$ cat src/rtl/reset_sequencer_pkg.sv
// rtl/reset_sequencer_pkg.sv - shared state type and width helpers for the reset sequencer
package reset_sequencer_pkg;

    typedef enum logic [1:0] {
        ASSERT  = 2'd0,
        RELEASE = 2'd1,
        RUN     = 2'd2
    } seq_state_t;

    function automatic int clog2(input int value);
        int result;
        result = 0;
        while ((1 << result) < value) begin
            result = result + 1;
        end
        return result;
    endfunction

    function automatic int max_int(input int a, input int b);
        return (a > b) ? a : b;
    endfunction

endpackage

$ cat src/rtl/reset_sequencer_timer.sv
// rtl/reset_sequencer_timer.sv - saturating cycle counter with a runtime terminal count
module rst_seq_timer #(
    parameter int CW = 4
) (
    input  logic          clk,
    input  logic          clear,
    input  logic          enable,
    input  logic [CW-1:0] tc,
    output logic          done
);

    logic [CW-1:0] cnt;

    assign done = (cnt == tc);

    // Stops at tc so the sequencer can wait on an acknowledge with done held high.
    always_ff @(posedge clk) begin
        if (clear) begin
            cnt <= '0;
        end else if (enable && !done) begin
            cnt <= cnt + 1'b1;
        end
    end

endmodule

$ cat src/rtl/reset_sequencer.sv
// rtl/reset_sequencer.sv - ordered active-low reset release; RESET_SEQUENCER_ACK_EN adds ACK_I handshake
module reset_sequencer
    import reset_sequencer_pkg::*;
#(
    parameter int OUTPUTS     = 3,
    parameter int HOLD_CYCLES = 16,
    parameter int GAP_CYCLES  = 4
) (
    input  logic               CLK_I,
    input  logic               RST_I,
    input  logic               REQ_I,
`ifdef RESET_SEQUENCER_ACK_EN
    input  logic [OUTPUTS-1:0] ACK_I,
`endif
    output logic [OUTPUTS-1:0] NRST_O,
    output logic               BUSY_O,
    output logic               DONE_O
);

    localparam int CW = clog2(max_int(HOLD_CYCLES, GAP_CYCLES) + 1);
    localparam int IW = clog2(OUTPUTS + 1);
    localparam logic [CW-1:0] HOLD_TC  = CW'(HOLD_CYCLES - 1);
    localparam logic [CW-1:0] GAP_TC   = CW'(GAP_CYCLES - 1);
    localparam logic [IW-1:0] LAST_IDX = IW'(OUTPUTS - 1);
    localparam logic [IW-1:0] ALL_IDX  = IW'(OUTPUTS);

    seq_state_t    state;
    logic [IW-1:0] idx;
    logic [CW-1:0] tc;
    logic          restart;
    logic          tmr_done;
    logic          tmr_clear;
    logic          tmr_enable;
    logic          stage_ack;
    logic          last_ack;
    logic          fire;

`ifdef RESET_SEQUENCER_ACK_EN
    logic [OUTPUTS-1:0] ack_shifted;

    always_comb begin
        ack_shifted = '0;
        stage_ack   = 1'b1;
        if (idx != '0) begin
            ack_shifted = ACK_I >> (idx - 1'b1);
            stage_ack   = ack_shifted[0];
        end
        last_ack = ACK_I[OUTPUTS-1];
    end
`else
    assign stage_ack = 1'b1;
    assign last_ack  = 1'b1;
`endif

    assign restart    = RST_I || REQ_I;
    assign fire       = tmr_done && ((state == ASSERT) ||
                        ((state == RELEASE) && (idx != ALL_IDX) && stage_ack));
    assign tmr_clear  = restart || fire;
    assign tmr_enable = (state == ASSERT) || (state == RELEASE);
    assign tc         = (state == ASSERT) ? HOLD_TC : GAP_TC;

    rst_seq_timer #(
        .CW(CW)
    ) u_timer (
        .clk   (CLK_I),
        .clear (tmr_clear),
        .enable(tmr_enable),
        .tc    (tc),
        .done  (tmr_done)
    );

    always_ff @(posedge CLK_I) begin
        if (restart) begin
            state  <= ASSERT;
            idx    <= '0;
            NRST_O <= '0;
            BUSY_O <= 1'b1;
            DONE_O <= 1'b0;
        end else begin
            DONE_O <= 1'b0;
            case (state)
                ASSERT: begin
                    if (tmr_done) begin
                        NRST_O[0] <= 1'b1;
                        idx       <= IW'(1);
                        if ((OUTPUTS == 1) && last_ack) begin
                            state  <= RUN;
                            BUSY_O <= 1'b0;
                            DONE_O <= 1'b1;
                        end else begin
                            state <= RELEASE;
                        end
                    end
                end
                RELEASE: begin
                    // idx == ALL_IDX only when every stage is out but the last ack is pending.
                    if (idx == ALL_IDX) begin
                        if (last_ack) begin
                            state  <= RUN;
                            BUSY_O <= 1'b0;
                            DONE_O <= 1'b1;
                        end
                    end else if (tmr_done && stage_ack) begin
                        NRST_O <= NRST_O | (OUTPUTS'(1) << idx);
                        idx    <= idx + 1'b1;
                        if ((idx == LAST_IDX) && last_ack) begin
                            state  <= RUN;
                            BUSY_O <= 1'b0;
                            DONE_O <= 1'b1;
                        end
                    end
                end
                RUN: begin
                end
                default: begin
                    state  <= ASSERT;
                    idx    <= '0;
                    NRST_O <= '0;
                    BUSY_O <= 1'b1;
                end
            endcase
        end
    end

endmodule

$ cat config.mk
export PLATFORM = sky130hd
export DESIGN_NAME = reset_sequencer
export DESIGN_NICKNAME = d
export VERILOG_FILES = /design/src/rtl/reset_sequencer_pkg.sv /design/src/rtl/reset_sequencer_timer.sv /design/src/rtl/reset_sequencer.sv
export SDC_FILE = /design/constraint.sdc
export NUM_CORES = 1
export LEC_CHECK = 0
export CORE_ASPECT_RATIO = 0.75
export CORE_UTILIZATION = 30
export CTS_CLUSTER_DIAMETER = 150
export DETAILED_ROUTE_END_ITERATION = 16
export GPL_TIMING_DRIVEN = 0
export SYNTH_ARGS = -nofsm -noshare
export SYNTH_HDL_FRONTEND = slang
export SYNTH_SLANG_ARGS = --single-unit
$ cat constraint.sdc
create_clock -name CLK_I -period 2.32 [get_ports CLK_I]
set_input_delay 0.464 -clock CLK_I [delete_from_list [all_inputs] [get_ports CLK_I]]
set_output_delay 0.464 -clock CLK_I [all_outputs]
set_load 0.01 [all_outputs]
Word level (Yosys, flattened, before mapping)
Cells that the tools add are included.
Widths: inputs -> output; s select.
{"block": "totals", "inputBits": 3, "output_inout_bits": 5, "wordCells": 61, "ff_bits": 14}
{"block": "op_classes", "bitwise": 4, "n_eq_ne": 11, "addsub": 2, "shifts": 1, "n_mux": 21, "n_reduce_logical": 15}
{"operator": "$mux 2", "count": 6}
{"operator": "$pmux 2 s3", "count": 2}
{"operator": "$ne 2x2->1 const B", "count": 4}
{"operator": "$reduce_and 4->1", "count": 2}
{"operator": "$mux 1", "count": 7}
{"operator": "$eq 2x2->1 const B", "count": 3}
{"operator": "$mux 3", "count": 2}
{"operator": "$reduce_and 3->1", "count": 2}
{"operator": "$add 5x1->5 const B", "count": 1}
{"operator": "$eq 5x4->1", "count": 1}
{"operator": "$logic_or 1x1->1", "count": 4}
{"operator": "$mux 4", "count": 1}
{"operator": "$pmux 2 s2", "count": 1}
{"operator": "$reduce_or 2->1", "count": 2}
{"operator": "$logic_and 1x1->1", "count": 3}
{"operator": "$ne 3x1->1 const B", "count": 1}
{"operator": "$ne 3x2->1 const B", "count": 1}
{"operator": "$not 1->1", "count": 3}
{"operator": "$or 3x3->3", "count": 1}
{"operator": "$pmux 1 s3", "count": 1}
{"operator": "$shl 1x2->3 const A", "count": 1}
{"operator": "$add 2x1->2 const B", "count": 1}
{"operator": "$eq 2x1->1 const B", "count": 1}
{"operator": "$logic_not 2->1", "count": 1}
{"operator": "2 further kinds", "count": 2}

Longest topological paths before layout
Gate-level depths: netlist of run 1.
{"block": "depth", "depth_word": 6, "depth_mapped": 5, "mapped_depth_nobuf": 5}

Modules after synthesis
A second synthesis of run 1 with hierarchy kept.
{"block": "unflattened", "hier_cells": 91, "hier_area_um2": 849.6}
{"mod": "reset_sequencer", "instances": 1, "area_per_inst_um2": 513.0, "seq_area_each_um2": 180.2, "cells_per_inst": 54}
{"mod": "rst_seq_timer", "instances": 1, "area_per_inst_um2": 336.6, "seq_area_each_um2": 100.1, "cells_per_inst": 37}

Worst setup path after synthesis of run 1
No wires, ideal clock.
{"block": "synth_path", "path_kind": "in2reg", "start": "in REQ_I", "end": "reg u_timer.cnt[2]", "required_time_ns": 2.261, "setup_slack_ns": 0.911, "arrival_ns": 1.350, "cell_stages": 4, "n_path_buf": 1, "path_cell_list": "or2_2 clkbuf_1 nor4b_1 a22o_1"}
{"block": "synth_between", "elab_chain_cells": 2}
{"item": "from (decl)", "line": "reset_sequencer.sv:11", "rtl": "input logic REQ_I,"}
{"item": "$logic_or 1x1->1", "line": "reset_sequencer.sv:55", "rtl": "assign restart = RST_I || REQ_I;"}
{"item": "$logic_or 1x1->1", "line": "reset_sequencer.sv:58", "rtl": "assign tmr_clear = restart || fire;"}
{"item": "to (signal assigned)", "line": "reset_sequencer_timer.sv:21", "rtl": "cnt <= cnt + 1'b1;"}
{"item": "to (decl)", "line": "reset_sequencer_timer.sv:12", "rtl": "logic [CW-1:0] cnt;"}
Every way passes these cells.
A chain may end at the register's enable or synchronous reset.

Worst setup path after layout of run 1
{"block": "layout_path", "start": "in REQ_I", "end": "reg u_timer.cnt[3]"}
Same word-level chain as after synthesis.

==> run summary, run 1 <==
DP HPWL - 1.09 mm
Core Footprint - 2310 µm²
drt total wl - 1.52 mm
largest net degree at the start of global routing - 11
Worst-Skew Late Latency - 280 ps
Worst Slack Setup Final - 632 ps
kind of cell adding the most delay to the critical path - buffers and inverters
Critical Path Stages - 6
syn avg cell area - 8.60 µm²
vias in the first global route - 580
critical path arrival - 1870 ps
vias per cell - 4.85
crit path kind - input pin to register
Die Span Y - 45.0 µm
DR WL/cell - 11.7 µm
DR vias - 630
layout cell share with drive strength beyond 1 - 0.0625
cells after synthesis - 86
switch share - 0.218
most common flop cell mapped by yosys - dfxtp_1
outcome - finished clean
Yosys top cell by area - dfxtp_1
Synth Warn # - 0
Seq pwr share - 0.616
NetSw - 0.0861 mW
leading cell type in the layout, fill and taps excluded - dfxtp_1
Total GRT Usage - 0.140
Max VDD drop - 0.223 mV
async set or reset register ratio after synthesis - 0
post-CTS sizing - 0
initial antenna violation count - 0
H-tree depth - 1
CTS sink count - 14
die area - 2670 µm²
Comb pwr share - 0.040
f_max - 0.592 GHz
clock skew - 4.31 ps
total grt overflow - 0
Syn-to-layout area delta - 18.3%
final worst path period need - 1690 ps
reg2reg end - state[1]$_SDFFE_PP0P_
Post-synth EDFFs - 0
Initial Util - 0.320
hold endpoint - NRST_O[1]$_SDFFE_PP0P_
Critical Path RT - 2500 ps
final setup fails - 0
Cell variety after synth - 31
CTS Hold Bufs - 0
crit path max fanout - 9
Post-Syn Nets - 94
first-pass GRT wire length - 2.67 mm
Max-slew headroom - 0.655
max-cap viol count - 0
startpoint types - input pin
Yosys top cell area share - 0.379
# Post-CTS Setup Buffers - 0
Hold Crit Depth - 2
nets - 106
I/O Pins - 8
measured slew at the worst slew-check pin - 516 ps
CTS root buffer - clkbuf_4
cts bufs inserted - 3
Clock Path Buffers - 2
synthesized cell area - 739 µm²
Crit path largest cell delay - 470 ps
crit path capture type - register
final period utilization - 0.728
ANT cells - 0
reg2reg start - u_timer.cnt[0]$_SDFFE_PP0P_
WP buf/inv - 2
slowest CP cell - clkdlybuf4s50_1
Hold WC Path Type - register to register
worst path cell trace - clkdlybuf4s50_1, or2_2, clkbuf_1, nor4_1, a31o_2, a41o_1
sequential area share after synthesis - 0.379
Post-Route Setup TNS - 0 ps
Reg clk slew, reported paths - 70 ps
hold path start - NRST_O[1]$_SDFFE_PP0P_
DR DRC count - 0
pre-CTS setup slack - 321 ps
most frequent cells in the layout - dfxtp_1, nor2_1, a21oi_1
I/O Buffers - 7
FF+latch count, synth - 14
routability cong. - 0.779
static leakage - 0.311 nW
TritonCTS clock tree - yes
total power - 0.395 mW
flop2flop setup slack - 760 ps
Core Rows - 15
RSZ-0062 raised after global routing - false
Final Hold Fails - 0
Synth area leaders - dfxtp_1, ha_1, nor2_1
Max Slew Vio Count - 0
cell internal pwr - 0.309 mW
Clock power frac - 0.344
First-pass DRT Iterations - 4
number of routed nets with antenna violations - 0
1st-iter DRT viols - 24
PwrDens - 452 nW/µm²
reg2reg path depth - 5
die width - 59.3 µm
==> logic make-up (layout without fill, tap and decap cells) <==
logic type                 Yosys count  count (layout)  synth area share
buffers and inverters                7              17            0.0355
muxes                                1               1            0.0135
and+or+nand+nor                     38              38             0.294
AOI/OAI and AO/OA                   21              21             0.193
adders and majority gates            5               5            0.0846
DFF                                 14              14             0.379
==> layout make-up <==
type / instances / area [µm²]
multi-input cells: 65 / 433
inverters: 4 / 15.0
fillers: 246 / 1430
well taps: 34 / 42.5
clock buffers: 3 / 22.5
repair buffers: 7 / 70.1
flip-flops and latches: 14 / 280
plain buffers: 3 / 11.3
==> state kept, by name, indices dropped and copies added, names as in the netlist <==
name / flops
NRST_O: 3
state: 2
DONE_O: 1
BUSY_O: 1
idx: 2
u_timer.cnt: 5
==> metrics by stage <==
stage	hold WS, ps	cell area (µm²)	cells	util
finish	482	875	130	0.379
global route	506	875	130	0.379
CTS	483	875	130	0.379
detailed placement	445	852	127	0.369
global placement	448	852	127	0.369
floorplan	468	739	86	-
==> worst max path at each step <==
stage / from / endpoint / slack [ps]
finish: REQ_I / u_timer.cnt[3]$_SDFFE_PP0P_ / 630
global route: REQ_I / u_timer.cnt[3]$_SDFFE_PP0P_ / 520
global placement: REQ_I / u_timer.cnt[3]$_SDFFE_PP0P_ / 320
floorplan: REQ_I / u_timer.cnt[2]$_SDFFE_PP0P_ / 910
detailed placement: REQ_I / u_timer.cnt[3]$_SDFFE_PP0P_ / 320
CTS: REQ_I / u_timer.cnt[3]$_SDFFE_PP0P_ / 630
==> cells in the mapped netlist (2+ instances only) <==
library cell and n:
ha_1 5, o21ai_0 2, a41o_1 2, a21oi_1 8, inv_1 4, nand3_1 4
nor2b_1 3, dfxtp_1 14, nor2_1 11, nand2b_1 3, nand2_1 6, and2_1 2
clkbuf_1 3, a22o_1 2
==> power by group through the flow <==
| stage | Sequential (mW) | Combinational [mW] | Clock, mW |
|---|---|---|---|
| final | 0.243 | 0.0159 | 0.136 |
| after CTS | 0.243 | 0.0161 | 0.148 |
| after global routing | 0.244 | 0.0184 | 0.160 |
| after detailed placement | 0.249 | 0.0162 | 0 |
| after global placement | 0.249 | 0.0161 | 0 |
| after floorplan | 0.249 | 0.00985 | 0 |
==> routing by layer <==
metal	vias up	global-route usage	share of wire
li1	326	-	-
met1	276	0.202	0.54
met2	26	0.182	0.37
met3	2	0.0630	0.080
met4	0	0.0429	0.0066
met5	-	0	0
==> worst reg2reg max path: cells and delay by family, from the launching register on <==
kind | cells | cell delay [ps]
and+or+nand+nor | 2 | 610
DFF | 1 | 380
AOI/OAI and AO/OA | 2 | 260
adders and majority gates | 1 | 240
Note: power is estimated with default switching activity, not from simulation.
==> run 2, diff against run 1 <==
==> constraint.sdc (replaced) <==
create_clock -name CLK_I -period 1.7 [get_ports CLK_I]
set_input_delay 0.34 -clock CLK_I [delete_from_list [all_inputs] [get_ports CLK_I]]
set_output_delay 0.34 -clock CLK_I [all_outputs]
set_load 0.01 [all_outputs]
==> results of run 2 <==
Same layout as run 1 (identical final DEF). Status: finished clean.
Main changes from that run: setup slack after placement 321 ps -> -175 ps; setup slack after layout 632 ps -> 136 ps; register-to-register setup slack 760 ps -> 140 ps; total power 0.395 mW -> 0.540 mW; worst IR drop on VDD 0.223 mV -> 0.304 mV
